`src/rtl/seg_scan_driver.sv`:
```
// Scans a double-buffered 6-digit common-anode 7-segment display; outputs lag the scan state by 1 cycle.
// No backpressure: loads are always accepted and reach the display only at frame boundaries. Blink: SEG_BLINK_EN.
module seg_scan_driver #(
    parameter int SCAN_DIV    = 50000,
    parameter int GUARD       = 16,
    parameter int BLINK_TICKS = 250
) (
    input  logic        clk_i,
    input  logic        rst_i,
    input  logic        load_i,
    input  logic [23:0] data_i,
    input  logic [5:0]  dp_en_i,
    input  logic [5:0]  blank_i,
    input  logic [5:0]  blink_i,
    output logic [5:0]  sel_o,
    output logic [7:0]  seg_o,
    output logic        frame_done_o
);

    localparam int CW = $clog2(SCAN_DIV);
    localparam logic [CW-1:0] CNT_LAST = CW'(SCAN_DIV - 1);
    localparam logic [CW-1:0] GUARD_C  = CW'(GUARD);

    logic [CW-1:0] cnt_q, cnt_d;
    logic [2:0]    idx_q, idx_d;
    logic          pend_q, pend_d;
    logic [23:0]   sh_data_q, sh_data_d, act_data_q, act_data_d;
    logic [5:0]    sh_dp_q, sh_dp_d, act_dp_q, act_dp_d;
    logic [5:0]    sh_blank_q, sh_blank_d, act_blank_q, act_blank_d;
    logic [5:0]    sel_q, sel_d;
    logic [7:0]    seg_q, seg_d;
    logic          fd_q;
    logic          tick, boundary;
    logic [5:0]    hide;
    logic          lit;
    logic [3:0]    nib;

    function automatic logic [6:0] hex7(input logic [3:0] v);
        case (v)
            4'h0: hex7 = 7'h40;
            4'h1: hex7 = 7'h79;
            4'h2: hex7 = 7'h24;
            4'h3: hex7 = 7'h30;
            4'h4: hex7 = 7'h19;
            4'h5: hex7 = 7'h12;
            4'h6: hex7 = 7'h02;
            4'h7: hex7 = 7'h78;
            4'h8: hex7 = 7'h00;
            4'h9: hex7 = 7'h10;
            4'hA: hex7 = 7'h08;
            4'hB: hex7 = 7'h03;
            4'hC: hex7 = 7'h46;
            4'hD: hex7 = 7'h21;
            4'hE: hex7 = 7'h06;
            default: hex7 = 7'h0E;
        endcase
    endfunction

    assign tick     = (cnt_q == CNT_LAST);
    assign boundary = tick && (idx_q == 3'd5);

    always_comb begin
        cnt_d       = tick ? '0 : cnt_q + CW'(1);
        idx_d       = idx_q;
        sh_data_d   = sh_data_q;
        sh_dp_d     = sh_dp_q;
        sh_blank_d  = sh_blank_q;
        act_data_d  = act_data_q;
        act_dp_d    = act_dp_q;
        act_blank_d = act_blank_q;
        pend_d      = pend_q;
        if (tick) begin
            idx_d = (idx_q == 3'd5) ? 3'd0 : idx_q + 3'd1;
        end
        if (load_i) begin
            sh_data_d  = data_i;
            sh_dp_d    = dp_en_i;
            sh_blank_d = blank_i;
            pend_d     = 1'b1;
        end
        // sh_*_d already holds the inputs when a load lands on the boundary
        if (boundary) begin
            pend_d = 1'b0;
            if (pend_q || load_i) begin
                act_data_d  = sh_data_d;
                act_dp_d    = sh_dp_d;
                act_blank_d = sh_blank_d;
            end
        end
    end

    always_ff @(posedge clk_i) begin
        if (rst_i) begin
            cnt_q       <= '0;
            idx_q       <= 3'd0;
            pend_q      <= 1'b0;
            sh_data_q   <= '0;
            sh_dp_q     <= '0;
            sh_blank_q  <= 6'h3F;
            act_data_q  <= '0;
            act_dp_q    <= '0;
            act_blank_q <= 6'h3F;
            sel_q       <= 6'h3F;
            seg_q       <= 8'hFF;
            fd_q        <= 1'b0;
        end else begin
            cnt_q       <= cnt_d;
            idx_q       <= idx_d;
            pend_q      <= pend_d;
            sh_data_q   <= sh_data_d;
            sh_dp_q     <= sh_dp_d;
            sh_blank_q  <= sh_blank_d;
            act_data_q  <= act_data_d;
            act_dp_q    <= act_dp_d;
            act_blank_q <= act_blank_d;
            sel_q       <= sel_d;
            seg_q       <= seg_d;
            fd_q        <= boundary;
        end
    end

`ifdef SEG_BLINK_EN
    localparam int BW = (BLINK_TICKS > 1) ? $clog2(BLINK_TICKS) : 1;
    localparam logic [BW-1:0] BLINK_LAST = BW'(BLINK_TICKS - 1);

    logic [5:0]    sh_blink_q, sh_blink_d, act_blink_q, act_blink_d;
    logic [BW-1:0] bcnt_q, bcnt_d;
    logic          phase_q, phase_d;

    always_comb begin
        sh_blink_d  = load_i ? blink_i : sh_blink_q;
        act_blink_d = (boundary && (pend_q || load_i)) ? sh_blink_d : act_blink_q;
        bcnt_d      = bcnt_q;
        phase_d     = phase_q;
        if (tick) begin
            if (bcnt_q == BLINK_LAST) begin
                bcnt_d  = '0;
                phase_d = ~phase_q;
            end else begin
                bcnt_d = bcnt_q + BW'(1);
            end
        end
    end

    always_ff @(posedge clk_i) begin
        if (rst_i) begin
            sh_blink_q  <= '0;
            act_blink_q <= '0;
            bcnt_q      <= '0;
            phase_q     <= 1'b0;
        end else begin
            sh_blink_q  <= sh_blink_d;
            act_blink_q <= act_blink_d;
            bcnt_q      <= bcnt_d;
            phase_q     <= phase_d;
        end
    end

    assign hide = act_blank_q | (act_blink_q & {6{phase_q}});
`else
    logic unused_blink;
    assign unused_blink = ^blink_i;
    assign hide = act_blank_q;
`endif

    assign nib = act_data_q[{idx_q, 2'b00} +: 4];
    assign lit = (cnt_q >= GUARD_C) && !hide[idx_q];

    always_comb begin
        sel_d = 6'h3F;
        seg_d = 8'hFF;
        if (lit) begin
            sel_d = ~(6'b000001 << idx_q);
            seg_d = {~act_dp_q[idx_q], hex7(nib)};
        end
    end

    assign sel_o        = sel_q;
    assign seg_o        = seg_q;
    assign frame_done_o = fd_q;

endmodule

```
`config.mk`:
```
export PLATFORM = sky130hd
export DESIGN_NAME = seg_scan_driver
export DESIGN_NICKNAME = d
export VERILOG_FILES = /design/src/rtl/seg_scan_driver.sv
export SDC_FILE = /design/constraint.sdc
export NUM_CORES = 1
export LEC_CHECK = 0
export CAP_MARGIN = 25
export CORE_ASPECT_RATIO = 0.8
export CORE_MARGIN = 5
export CORE_UTILIZATION = 40
export CTS_CLUSTER_SIZE = 24
export DETAILED_ROUTE_END_ITERATION = 10
export GPL_TIMING_DRIVEN = 0
export SLEW_MARGIN = 30
export SYNTH_ARGS = -nofsm -noshare
export SYNTH_HDL_FRONTEND = slang
export SYNTH_SLANG_ARGS = --single-unit
```
`constraint.sdc`:
```
create_clock -name clk_i -period 3.5 [get_ports clk_i]
set_input_delay 0.7 -clock clk_i [delete_from_list [all_inputs] [get_ports clk_i]]
set_output_delay 0.7 -clock clk_i [all_outputs]
set_load 0.1 [all_outputs]
```
== Word level (Yosys, flattened, before mapping) ==
Memory sizes are Yosys's and may differ from the RTL's. A register that Yosys moved wholly into a read port is not among the register bits.
Index checks and enable logic that the tools add are counted.
W data, S select, Z words.

* Input port bits: 45
* Logic and storage cells: 40
* Output and inout bits: 15
* Flip-flop bits (word level): 107
* Latch bits: 0
* ROM bits: 112
* Memories: 1
* RAM bits: 0

{| class="wikitable"
|+ Memories
! memory !! words !! width !! rd ports !! clocked after Yosys merged registers in !! write ports !! RTL line !! source
|-
| (no name shown) || 16 || 7 || 1 || 1 || 0 || 39 || <nowiki>case (v)</nowiki>
|}

* Multiply operators: 0
* Multiplexer cells: 8
* Shift operators: 2
* Eq/ne operators: 2
* Reductions and logical operators: 8
* Bitwise gates (word level): 3
* Divide/modulo/power cells: 0
* Order comparisons: 2
* Add/subtract/negate cells: 2

{| class="wikitable"
|+ Operators by type and width
! operator !! count
|-
| $mux W24 || 1
|-
| $shiftx A24 B6 Y4 || 1
|-
| $add A16 B1 Y16 const B || 1
|-
| $eq A16 B16 Y1 const B || 1
|-
| $ge A16 B5 Y1 const B || 1
|-
| $mux W6 || 2
|-
| $bmux W1 S3 || 2
|-
| $not A6 Y6 || 1
|-
| $reduce_or A2 Y1 || 3
|-
| $shl A1 B3 Y6 const A || 1
|-
| $lt A3 B4 Y1 const B || 1
|-
| $add A3 B1 Y3 const B || 1
|-
| $eq A3 B3 Y1 const B || 1
|-
| $mux W3 || 1
|-
| $logic_and A1 B1 Y1 || 2
|-
| $mux W1 || 2
|-
| $not A1 Y1 || 2
|-
| $reduce_and A2 Y1 || 1
|-
| $logic_not A1 Y1 || 1
|-
| $logic_or A1 B1 Y1 || 1
|}

== Longest topological paths before layout ==
Gate-level depths: netlist (run 1).

* Depth after elaboration: 6
* Mapped depth: 8
* Mapped depth without buffers: 7

== Worst setup path after synthesis (run 1) ==
OpenSTA, ideal clock, no wires.

* Kind: register -> register
* Start: reg idx_q[0]
* End: reg seg_q[3], in the netlist seg_o[3]
* Path buffers: 2
* Arrival: 2,305 ps
* Clock period less this slack: 2,439 ps
* Slack: 1,061 ps
* Setup time: 134 ps
* Cell stages (with the launch flop): 9
* Required time: 3,366 ps
* Cell sequence: dfxtp_1 buf_2 buf_1 nor3_1 nor3_1 inv_1 ha_1 mux4_2 nand2b_1

* Cells in the longest elaborated chain, start to end: 6
* Elaborated cells between the ends (all ways): 7
* Those cells by class: shift: 1; mux: 2; bitwise: 1; reduce/logical: 3

{| class="wikitable"
|+ Ends and longest elaborated chain
! what !! RTL line !! source
|-
| start: declaration || 25 || <nowiki>logic [2:0] idx_q, idx_d;</nowiki>
|-
| start signal: assignment || 108 || <nowiki>idx_q <= idx_d;</nowiki>
|-
| $bmux W1 S3 || 167 || <nowiki>assign lit = (cnt_q >= GUARD_C) && !hide[idx_q];</nowiki>
|-
| $mux W1 (not written as such) || 167 ||
|-
| $logic_not A1 Y1 || 167 ||
|-
| $logic_and A1 B1 Y1 || 167 ||
|-
| $not A1 Y1 (no source line) || n/a ||
|-
| $reduce_or A2 Y1 (no source line) || n/a ||
|-
| end: declaration || 31 || <nowiki>logic [7:0] seg_q, seg_d;</nowiki>
|}

Parallel ways exist; a longest one is shown, timed or not. The select of a mux whose other input is x is not followed.
A chain may end at the register's enable or synchronous reset.

== Worst setup path in the final report (run 1) ==
Ends and elaborated chain as after synthesis.

==> tab_implementation.tex, run 1 <==
\begin{tabular}{lr}
\hline
Metric & Value \\
\hline
\multicolumn{2}{l}{\textbf{STA}} \\
\quad Final Max Slew Viols & 0 \\
\quad Final Cycle Share & 0.828 \\
\quad \# setup viols final & 0 \\
\quad Setup TNS after final layout & 0 ps \\
\quad Setup WS post-layout & 601 ps \\
\quad Highest Clock Rate & 345 MHz \\
\quad Remaining max-slew budget at the tightest pin & 0.347 \\
\quad Setup repair after global routing missed its margin & no \\
\quad Transition time at the pin with the least slew margin & approximately 1000 ps \\
\quad Min Clock Period, post-route & approximately 2900 ps \\
\quad Final clock skew & about 8.1 ps \\
\quad Final hold violation count & 0 \\
\multicolumn{2}{l}{\textbf{Flow run}} \\
\quad Max-capacitance violation count & 0 \\
\multicolumn{2}{l}{\textbf{Clock tree}} \\
\quad Clock tree from TritonCTS & yes \\
\quad Sink count of the clock tree & 107 \\
\quad H-tree levels & 3 \\
\quad Post-CTS setup buffers & 0 \\
\quad Max Root-Sink Buffers & 2 \\
\quad Number of buffers added to fix hold violations after cts & 0 \\
\quad Post-cts repair resize count & 0 \\
\quad Clk Latency, worst-skew pair & 350 ps \\
\quad Clock buffer count from CTS & 9 \\
\quad Buffer type at the clock tree root & sky130\_fd\_sc\_hd\_\_clkbuf\_16 \\
\quad CTS clk-pin slew, worst paths & 70 ps \\
\multicolumn{2}{l}{\textbf{Power}} \\
\quad Pwr per Cell Area & between 400 and 500 mW/mm\^{}2 \\
\quad Pwr Total & 0.00254 W \\
\quad VDD IR-drop max & 0.373 mV \\
\quad Leakage & $\sim$2.2 nW \\
\multicolumn{2}{l}{\textbf{Global routing}} \\
\quad Number of antenna violations at the first check in global routing & 0 \\
\quad Total global routing track utilization & 0.144 \\
\quad Final global-route overflow total & 0 \\
\quad Via count of the first global-routing pass & 3046 \\
\quad First-pass GRT wire length & 15.5 mm \\
\quad Pin count of the biggest net entering global routing & 17 \\
\multicolumn{2}{l}{\textbf{Route}} \\
\quad Per-cell routed wire length & between 10 and 15 um \\
\quad Post-DRT Antenna Nets & 0 \\
\quad Met2 WL post-DR & 3.87 mm \\
\quad Final routed DRC violation total & 0 \\
\quad Average vias per placed instance & 4.80 \\
\quad Number of search-and-repair iterations in the first detailed-routing pass & 4 \\
\quad Highest signal layer in the routed design & met4 \\
\quad Number of DRC markers after the initial detailed-route iteration & 130 \\
\quad Total met3 wirelength after detailed routing & 393 um \\
\quad Total Routed Length & between 9 and 10 mm \\
\quad M1 wire length & a little under 5 mm \\
\quad Routed via count & about 3100 \\
\multicolumn{2}{l}{\textbf{Synth}} \\
\quad Warnings, synthesis & 0 \\
\quad EDFF count, synth & 0 \\
\quad Area share of the leading cell type in the synthesized netlist & 0.475 \\
\quad Number of storage elements in the synthesis netlist & approximately 110 \\
\quad Distinct cell type count after synthesis & 46 \\
\quad Average footprint of a synthesized cell & 10.2 sq um \\
\quad Async set or reset register ratio after synthesis & 0 \\
\quad Seq/Total Area, Yosys & 0.475 \\
\quad Predominant post-synthesis flop cell & sky130\_fd\_sc\_hd\_\_dfxtp\_1 \\
\quad Post-synthesis cell type with the largest combined area & sky130\_fd\_sc\_hd\_\_dfxtp\_1 \\
\quad Largest cells by area after synthesis & sky130\_fd\_sc\_hd\_\_dfxtp\_1 48\%, sky130\_fd\_sc\_hd\_\_mux2i\_1 9.5\%, sky130\_fd\_sc\_hd\_\_mux2\_2 8.5\%, sky130\_fd\_sc\_hd\_\_nor2\_1 5.6\%, sky130\_fd\_sc\_hd\_\_nor2b\_1 5.4\% \\
\quad Combined area of all synthesized cells & 0.00451 sq mm \\
\quad Synthesized net count & just under 500 \\
\quad Synth Instances & 441 \\
\multicolumn{2}{l}{\textbf{Placed design}} \\
\quad GP Congestion & 0.783 \\
\quad Worst setup slack after placement & 580 ps \\
\quad Placed standard-cell area & 0.00520 sq mm \\
\quad Port Buffer Count & 51 \\
\quad Placed wire-length estimate after detailed placement & 6.86 mm \\
\quad Placed Cells incl. Taps & 636 \\
\multicolumn{2}{l}{\textbf{Setup path}} \\
\quad Crit. End Element & register \\
\quad Required time worst endpoint & 3710 ps \\
\quad Critical path class & reg2reg \\
\quad Most repeated library cell on the critical path & sky130\_fd\_sc\_hd\_\_nor3\_1 \\
\quad Arrival time worst endpoint & 3110 ps \\
\quad Maximum cell stage delay along the critical path & between 500 and 600 ps \\
\quad Critical-path top delay cell & sky130\_fd\_sc\_hd\_\_nor3\_1 \\
\quad Critical path fanouts, max & 10 \\
\quad Sort of element at the start of the critical path & register \\
\quad Crit-path cells & buf\_2 > buf\_1 > nor3\_1 > nor3\_1 > inv\_1 > ha\_1 > mux4\_2 > nand2b\_1 \\
\multicolumn{2}{l}{\textbf{Cells and area}} \\
\quad Final instance count without filler cells & 652 \\
\quad Fraction of final layout cells sized beyond drive strength 1 & 0.130 \\
\quad Number of inserted diodes & 0 \\
\quad Post-layout nets & 557 \\
\quad Finished Cell Area & roughly 0.0055 sq mm \\
\quad Most common cell after layout, fill and taps aside & sky130\_fd\_sc\_hd\_\_dfxtp\_1 \\
\quad Area Overhead vs Synth & 22.9\% \\
\quad Register area & 0.00214 sq mm \\
\quad Fillers & between 900 and 1000 \\
\quad Most used cells in the layout excluding fill and tap cells & 107 x sky130\_fd\_sc\_hd\_\_dfxtp\_1, 67 x sky130\_fd\_sc\_hd\_\_nor2\_1, 51 x sky130\_fd\_sc\_hd\_\_clkdlybuf4s50\_1 \\
\quad Multi-input logic area & 0.00220 sq mm \\
\multicolumn{2}{l}{\textbf{Floorplan}} \\
\quad Row count & 34 \\
\quad Starting density of the core & 0.412 \\
\quad Number of ports placed on the die boundary & 60 \\
\quad Die Span X & 129 um \\
\quad Die outline height & 105 um \\
\quad Die Area & 0.0135 sq mm \\
\quad Placeable core region & between 0.01 and 0.015 sq mm \\
\multicolumn{2}{l}{\textbf{Status}} \\
\quad Outcome & finished clean \\
\multicolumn{2}{l}{\textbf{Min path}} \\
\quad Path class of the lowest-slack min-delay path & reg2reg \\
\hline
\end{tabular}
## cell families after synthesis
kind of cell | share of synthesized area
simple gates | 0.186
mux | 0.198
compound gates | 0.0511
buf+inv | 0.0377
fa+ha+maj | 0.0250
xor+xnor | 0.0272
flops | 0.475
## report_power, final
group          leakage (nW)  switching [W]  internal, W
Sequential            0.871     0.00000836      0.00125
Combinational          1.18      0.0000638    0.0000705
Clock                 0.169       0.000436     0.000716
## registers in the layout, indices dropped and copies added (netlist names), 6 cells and up
register,flops
act_blank_q,6
act_data_q,24
act_dp_q,6
cnt_q,16
seg_o,8
sel_o,6
sh_blank_q,6
sh_data_q,24
sh_dp_q,6
## final cells by class
class | count | share of cell area
flip-flops and latches | 107 | 0.386
multi-input cells | 298 | 0.396
inverters | 10 | 0.00677
clock buffers | 11 | 0.0438
plain buffers | 26 | 0.0239
well taps | 144 | 0.0325
repair buffers | 51 | 0.0921
clock inverters | 5 | 0.0181
## synth_stat cells (all sizes together), types with 6 or more instances
library cell and n:
o21a 6, nor3 7, ha 9, clkbuf 13, mux2 35, nand3 10, xor2 8, nor2 67
buf 13, nor2b 39, nand2 16, inv 10, dfxtp 107, a211o 6, mux2i 43, xnor2 6
## critical path: cells and delay by family, from the launching register on
family	cells	cell delay [ps]
fa+ha+maj	1	280
buf+inv	3	910
flops	1	300
mux	1	460
simple gates	3	820
## through the flow
step	util	hold WS, ps
floorplan	-	430
global placement	0.476	442
detailed placement	0.476	461
CTS	0.507	476
global route	0.507	497
finish	0.507	477
## layer usage
metal	global-route usage	up-vias
met5	0	-
met4	0.0450	0
met3	0.0433	7
met2	0.196	59
met1	0.216	1434
li1	-	1629
## worst paths after layout
| path | from | to | slack, ps | cells after the start |
|---|---|---|---|---|
| worst max-delay path | idx_q[0] | seg_o[3] | 600 | 8 |
| worst min-delay path | cnt_q[0] | cnt_q[0] | 480 | 1 |
| worst max register to register | idx_q[0] | seg_o[3] | 600 | 8 |
| worst min register to register | cnt_q[0] | cnt_q[0] | 480 | 1 |
No activity file was read; power rests on OpenSTA's default activity.
==> inputs of run 2 (changes only) <==
clock period = 2.7 ns   (was 3.5 ns; I/O delays follow)
==> tab_implementation.tex, run 2 (synthesis gave the netlist of run 1 again) <==
\begin{tabular}{lr}
\hline
Metric & Value \\
\hline
\multicolumn{2}{l}{\textbf{Power}} \\
\quad Internal power component & 0.00264 W \\
\quad Pwr per Cell Area & 592 mW/mm\^{}2 \\
\quad Switching power total & about 0.00066 W \\
\quad Switching power share of the total & 0.200 \\
\quad Relative contribution of combinational cells to total power & 0.053 \\
\quad Share of power burned in the clock network & 0.454 \\
\quad Proportion of power drawn by flip-flops and latches & 0.493 \\
\quad VDD IR-drop max & 0.484 mV \\
\quad Leakage & 2.23 nW \\
\multicolumn{2}{l}{\textbf{Floorplan}} \\
\quad Starting density of the core & 0.412 \\
\quad Die Span X & 129 um \\
\quad Number of ports placed on the die boundary & 60 \\
\quad Die outline height & 105 um \\
\quad Row count & 34 \\
\quad Die Area & 0.0135 sq mm \\
\quad Placeable core region & 0.0109 sq mm \\
\multicolumn{2}{l}{\textbf{Cells and area}} \\
\quad Fraction of final layout cells sized beyond drive strength 1 & 0.136 \\
\quad Number of inserted diodes & 0 \\
\quad Most common cell after layout, fill and taps aside & sky130\_fd\_sc\_hd\_\_dfxtp\_1 \\
\quad Area Overhead vs Synth & 23.5\% \\
\quad Top flop regs & act\_data\_q (24), sh\_data\_q (24), cnt\_q (16) \\
\quad Finished Core Util & 0.509 \\
\quad Multi-input logic area & 0.00222 sq mm \\
\quad Most used cells in the layout excluding fill and tap cells & 107 x sky130\_fd\_sc\_hd\_\_dfxtp\_1, 67 x sky130\_fd\_sc\_hd\_\_nor2\_1, 51 x sky130\_fd\_sc\_hd\_\_clkdlybuf4s50\_1 \\
\quad Post-layout nets & between 500 and 600 \\
\quad Register area & 0.00214 sq mm \\
\quad Fillers & 975 \\
\quad Final instance count without filler cells & 652 \\
\multicolumn{2}{l}{\textbf{Setup path}} \\
\quad Required time worst endpoint & 2910 ps \\
\quad Number of cells on the worst reg-to-reg path & 8 \\
\quad Reg2reg start & idx\_q[1] \\
\quad Maximum cell stage delay along the critical path & between 400 and 500 ps \\
\quad Crit-path cells & clkbuf\_4 > mux2i\_1 > nor2\_1 > nor3\_4 > inv\_1 > ha\_1 > mux4\_2 > nand2b\_1 \\
\quad Worst-case register-to-register setup slack & approximately 200 ps \\
\quad Critical-path top delay cell & sky130\_fd\_sc\_hd\_\_mux4\_2 \\
\quad Critical path class & reg2reg \\
\quad Critical path fanouts, max & 10 \\
\quad Sort of element at the start of the critical path & register \\
\quad Crit. End Element & register \\
\quad Arrival time worst endpoint & 2720 ps \\
\quad Endpoint of the worst register-to-register path & seg\_o[3] \\
\multicolumn{2}{l}{\textbf{Placed design}} \\
\quad Port Buffer Count & 51 \\
\quad GP Congestion & between 0.7 and 0.8 \\
\quad Placed wire-length estimate after detailed placement & 6.86 mm \\
\quad Placed Cells incl. Taps & approximately 640 \\
\multicolumn{2}{l}{\textbf{Route}} \\
\quad Number of DRC markers after the initial detailed-route iteration & about 130 \\
\quad Average vias per placed instance & 4.81 \\
\quad Total Routed Length & 9.30 mm \\
\quad Final routed DRC violation total & 0 \\
\quad Per-cell routed wire length & between 10 and 15 um \\
\quad Routed via count & between 3000 and 4000 \\
\quad Number of search-and-repair iterations in the first detailed-routing pass & 4 \\
\quad Post-DRT Antenna Nets & 0 \\
\multicolumn{2}{l}{\textbf{STA}} \\
\quad Final hold violation count & 0 \\
\quad Remaining max-slew budget at the tightest pin & 0.347 \\
\quad Min Clock Period, post-route & 2500 ps \\
\quad Highest Clock Rate & approximately 400 MHz \\
\quad Setup repair after global routing missed its margin & no \\
\quad \# setup viols final & 0 \\
\quad Final Cycle Share & 0.927 \\
\quad Final Max Slew Viols & 0 \\
\quad Worst hold slack & roughly 480 ps \\
\quad Final clock skew & 7.89 ps \\
\quad Transition time at the pin with the least slew margin & 976 ps \\
\multicolumn{2}{l}{\textbf{Clock tree}} \\
\quad Buffer type at the clock tree root & sky130\_fd\_sc\_hd\_\_clkbuf\_16 \\
\quad Clock tree from TritonCTS & yes \\
\quad Max Root-Sink Buffers & 2 \\
\quad Post-CTS setup buffers & 0 \\
\quad Clk Latency, worst-skew pair & 350 ps \\
\quad H-tree levels & 3 \\
\quad Sink count of the clock tree & 107 \\
\quad Clock buffer count from CTS & 9 \\
\quad CTS clk-pin slew, worst paths & 70 ps \\
\quad Number of buffers added to fix hold violations after cts & 0 \\
\multicolumn{2}{l}{\textbf{Global routing}} \\
\quad Pin count of the biggest net entering global routing & 17 \\
\quad Met3 usage in global routing & 0.0433 \\
\quad First-pass GRT wire length & 15.6 mm \\
\quad Final global-route overflow total & 0 \\
\quad Total global routing track utilization & 0.145 \\
\quad Via count of the first global-routing pass & 3059 \\
\quad Global-route track usage on met1 & 0.217 \\
\quad Busiest metal layer after global routing & met1 \\
\quad Number of antenna violations at the first check in global routing & 0 \\
\quad Met2 track demand over resource & 0.197 \\
\multicolumn{2}{l}{\textbf{Status}} \\
\quad Outcome & finished clean \\
\multicolumn{2}{l}{\textbf{Min path}} \\
\quad Path class of the lowest-slack min-delay path & reg2reg \\
\quad Worst Min Path Start & cnt\_q[0] \\
\quad Hold depth & 1 \\
\quad Worst hold endpoint & cnt\_q[0] \\
\multicolumn{2}{l}{\textbf{Flow run}} \\
\quad Max-capacitance violation count & 0 \\
\hline
\end{tabular}
==> run 2: layer usage <==
layer	vias to the layer above	share of wire	routed length [um]
met4	0	0.012	108
met2	61	0.42	3900
met5	-	0	0
li1	1627	-	-
met3	8	0.042	388
met1	1437	0.53	4900
==> run 2: repair_timing <==
item,CTS,global route
endpoints found under the setup margin,1,1
pin swaps,0,0
endpoints found under the hold margin,0,0
gates resized for setup,3,3
==> run 2: through the flow <==
| stage | worst slack [ps] | total power [W] | cell area, sq um | setup TNS, ps |
|---|---|---|---|---|
| 5_1_grt | 41.4 | 0.00342 | 5570 | 0 |
| 2_1_floorplan | 261 | 0.00175 | 4510 | 0 |
| 6_report | 197 | 0.00330 | 5570 | 0 |
| 3_5_place_dp | -220 | 0.00184 | 5200 | -220 |
| 3_3_place_gp | -145 | 0.00183 | 5200 | -145 |
| 4_1_cts | 32.4 | 0.00333 | 5550 | 0 |
==> run 2: how the worst max path moves through the flow <==
stage                   from  endpoint  slack, ps  depth (start not counted)
global route        idx_q[1]  seg_o[3]         40                          8
global placement    idx_q[0]  seg_o[3]       -150                          8
finish              idx_q[1]  seg_o[3]        200                          8
detailed placement  idx_q[0]  seg_o[3]       -220                          8
floorplan           idx_q[0]  seg_o[3]        260                          8
CTS                 idx_q[1]  seg_o[3]         30                          8
==> run 2: cell type report <==
cell class                      instances  area share
Tap cell                              144      0.0324
Sequential cell                       107       0.385
Buffer                                 26      0.0245
Clock inverter                          5      0.0180
Inverter                               10     0.00674
Multi-Input combinational cell        298       0.399
Timing Repair Buffer                   51      0.0917
Clock buffer                           11      0.0436
==> run 2: power groups by stage <==
stage	combinational [W]	clock, W	sequential [W]
after global placement	0.000173	0	0.00166
after floorplan	0.0000937	0	0.00166
after detailed placement	0.000177	0	0.00166
after global routing	0.000193	0.00160	0.00163
after CTS	0.000178	0.00153	0.00163
final	0.000174	0.00150	0.00163
==> run 2: critical path, delay by kind of cell, from the launching register on <==
kind | cells | cell delay [ps]
fa+ha+maj | 1 | 250
buf+inv | 2 | 440
flops | 1 | 440
mux | 2 | 710
simple gates | 3 | 540
==> inputs of run 3 (changes only) <==
CORE_MARGIN = 4   (was 5)
CTS_CLUSTER_SIZE = 8   (was 24)
==> tab_implementation.tex, run 3 (synthesis gave the netlist of run 1 again) <==
\begin{tabular}{lr}
\hline
Metric & Value \\
\hline
\multicolumn{2}{l}{\textbf{Setup path}} \\
\quad Crit. Startpoint & idx\_q[1] \\
\quad Arrival time worst endpoint & 2700 ps \\
\quad Endpoint of the worst register-to-register path & seg\_o[3] \\
\quad Maximum cell stage delay along the critical path & 450 ps \\
\quad Critical path class & reg2reg \\
\quad Buf+Inv Stages, Crit Path & 2 \\
\quad Crit-path cells & clkbuf\_4 > mux2i\_1 > nor2\_1 > nor3\_4 > inv\_1 > ha\_1 > mux4\_2 > nand2b\_1 \\
\quad Reg2reg start & idx\_q[1] \\
\quad Number of cells on the worst reg-to-reg path & 8 \\
\quad Cell family with the largest share of critical-path delay & multiplexers \\
\quad Worst setup path end & seg\_o[3] \\
\quad Sort of element at the start of the critical path & register \\
\quad Required time worst endpoint & 2910 ps \\
\quad Cell count along the critical path & 8 \\
\quad Crit. End Element & register \\
\quad Critical-path top delay cell & sky130\_fd\_sc\_hd\_\_mux4\_2 \\
\quad Worst-case register-to-register setup slack & 210 ps \\
\quad Critical path fanouts, max & 10 \\
\multicolumn{2}{l}{\textbf{Flow run}} \\
\quad Max-capacitance violation count & 0 \\
\multicolumn{2}{l}{\textbf{Global routing}} \\
\quad Final global-route overflow total & 0 \\
\quad Pin count of the biggest net entering global routing & 16 \\
\quad Number of antenna violations at the first check in global routing & 0 \\
\quad Total global routing track utilization & 0.149 \\
\quad First-pass GRT wire length & 15.3 mm \\
\quad Via count of the first global-routing pass & 3039 \\
\multicolumn{2}{l}{\textbf{STA}} \\
\quad Highest Clock Rate & 401 MHz \\
\quad Final Max Slew Viols & 0 \\
\quad Min Clock Period, post-route & 2490 ps \\
\quad Setup repair after global routing missed its margin & no \\
\quad Final hold violation count & 0 \\
\quad Worst hold slack & 478 ps \\
\quad Remaining max-slew budget at the tightest pin & 0.339 \\
\quad Final clock skew & 7.57 ps \\
\quad Transition time at the pin with the least slew margin & 988 ps \\
\quad Final Cycle Share & 0.923 \\
\quad \# setup viols final & 0 \\
\multicolumn{2}{l}{\textbf{Cells and area}} \\
\quad Most common cell after layout, fill and taps aside & sky130\_fd\_sc\_hd\_\_dfxtp\_1 \\
\quad Fillers & 1015 \\
\quad Area Overhead vs Synth & 22.3\% \\
\quad Fraction of final layout cells sized beyond drive strength 1 & 0.130 \\
\quad Top flop regs & act\_data\_q (24), sh\_data\_q (24), cnt\_q (16) \\
\quad Most used cells in the layout excluding fill and tap cells & 107 x sky130\_fd\_sc\_hd\_\_dfxtp\_1, 67 x sky130\_fd\_sc\_hd\_\_nor2\_1, 51 x sky130\_fd\_sc\_hd\_\_clkdlybuf4s50\_1 \\
\quad Post-layout nets & 557 \\
\quad Number of inserted diodes & 0 \\
\multicolumn{2}{l}{\textbf{Placed design}} \\
\quad GP Congestion & a little over 0.8 \\
\quad Placed wire-length estimate after detailed placement & just under 7 mm \\
\quad Port Buffer Count & a little over 50 \\
\multicolumn{2}{l}{\textbf{Power}} \\
\quad VDD IR-drop max & 0.361 mV \\
\quad Leakage & roughly 2.2 nW \\
\quad Pwr per Cell Area & 559 mW/mm\^{}2 \\
\quad Pwr Total & 0.00309 W \\
\multicolumn{2}{l}{\textbf{Status}} \\
\quad Outcome & finished clean \\
\multicolumn{2}{l}{\textbf{Clock tree}} \\
\quad H-tree levels & 3 \\
\quad Clk Latency, worst-skew pair & 340 ps \\
\quad Buffer type at the clock tree root & sky130\_fd\_sc\_hd\_\_clkbuf\_16 \\
\quad Max Root-Sink Buffers & 2 \\
\quad CTS clk-pin slew, worst paths & 70 ps \\
\quad Sink count of the clock tree & about 110 \\
\quad Clock tree from TritonCTS & yes \\
\quad Clock buffer count from CTS & 9 \\
\quad Number of buffers added to fix hold violations after cts & 0 \\
\multicolumn{2}{l}{\textbf{Floorplan}} \\
\quad Die outline height & 103 um \\
\quad Number of ports placed on the die boundary & 60 \\
\quad Placeable core region & 0.0109 sq mm \\
\quad Row count & 34 \\
\quad Die Span X & 127 um \\
\quad Starting density of the core & 0.412 \\
\quad Die Area & 0.0130 sq mm \\
\multicolumn{2}{l}{\textbf{Route}} \\
\quad Number of DRC markers after the initial detailed-route iteration & $\sim$150 \\
\quad Average vias per placed instance & 4.86 \\
\quad Final routed DRC violation total & 0 \\
\quad Post-DRT Antenna Nets & 0 \\
\quad Per-cell routed wire length & 14.2 um \\
\quad Routed via count & 3170 \\
\quad Total Routed Length & between 9 and 10 mm \\
\quad Number of search-and-repair iterations in the first detailed-routing pass & 4 \\
\multicolumn{2}{l}{\textbf{Min path}} \\
\quad Path class of the lowest-slack min-delay path & reg2reg \\
\hline
\end{tabular}
## run 3: per-stage QoR
| stage | instances | area, sq um | util | worst slack (ps) | TNS, ps |
|---|---|---|---|---|---|
| floorplan | 441 | 4510 | - | 261 | 0 |
| global placement | 636 | 5200 | 0.476 | -150 | -150 |
| detailed placement | 636 | 5200 | 0.476 | -218 | -218 |
| CTS | 652 | 5500 | 0.503 | 44.4 | 0 |
| global route | 652 | 5520 | 0.504 | 54.6 | 0 |
| finish | 652 | 5520 | 0.504 | 209 | 0 |
## run 3: layer usage
| layer | global-route usage | wire length [um] | vias up |
|---|---|---|---|
| met3 | 0.0409 | 437 | 10 |
| li1 | - | - | 1626 |
| met1 | 0.215 | 4870 | 1468 |
| met5 | 0 | 0 | - |
| met2 | 0.217 | 3840 | 66 |
| met4 | 0.0470 | 119 | 0 |
## run 3: how the worst min path moves through the flow
stage	startpoint	end	slack, ps	cells past startpoint
4_1_cts	cnt_q[0]	cnt_q[0]	480	1
3_5_place_dp	cnt_q[0]	cnt_q[0]	470	1
6_report	cnt_q[0]	cnt_q[0]	480	1
5_1_grt	sh_data_q[14]	sh_data_q[14]	540	2
2_1_floorplan	cnt_q[0]	cnt_q[0]	430	1
3_3_place_gp	cnt_q[0]	cnt_q[0]	440	1
## run 3: area by class of cell
type | instances | area, sq um | area share
sequential | 107 | 2140 | 0.388
tap | 144 | 180 | 0.0327
inverter | 10 | 37.5 | 0.00681
clock buffer | 14 | 254 | 0.0461
buffer | 26 | 136 | 0.0247
multi-input combinational | 298 | 2220 | 0.402
timing repair buffer | 51 | 510 | 0.0926
clock inverter | 2 | 35.0 | 0.00635
## run 3: power breakdown
part	switching [W]	internal, W
clock network	0.000541	0.000745
registers	0.0000109	0.00162
logic	0.0000822	0.0000913
## run 3: worst reg2reg max path: stages, from the launching register on
cell and delay, ps:
sky130_fd_sc_hd__dfxtp_1 430, sky130_fd_sc_hd__clkbuf_4 300, sky130_fd_sc_hd__mux2i_1 260, sky130_fd_sc_hd__nor2_1 90
sky130_fd_sc_hd__nor3_4 280, sky130_fd_sc_hd__inv_1 150, sky130_fd_sc_hd__ha_1 260, sky130_fd_sc_hd__mux4_2 450
sky130_fd_sc_hd__nand2b_1 150
## run 3: repair_timing
| action | in CTS | in global routing |
|---|---|---|
| cloned | 0 | 0 |
| hold endpoints to repair | 0 | 0 |
| setup buffers | 0 | 0 |
| resized for setup | 3 | 3 |
| endpoints found under the setup margin | 1 | 1 |
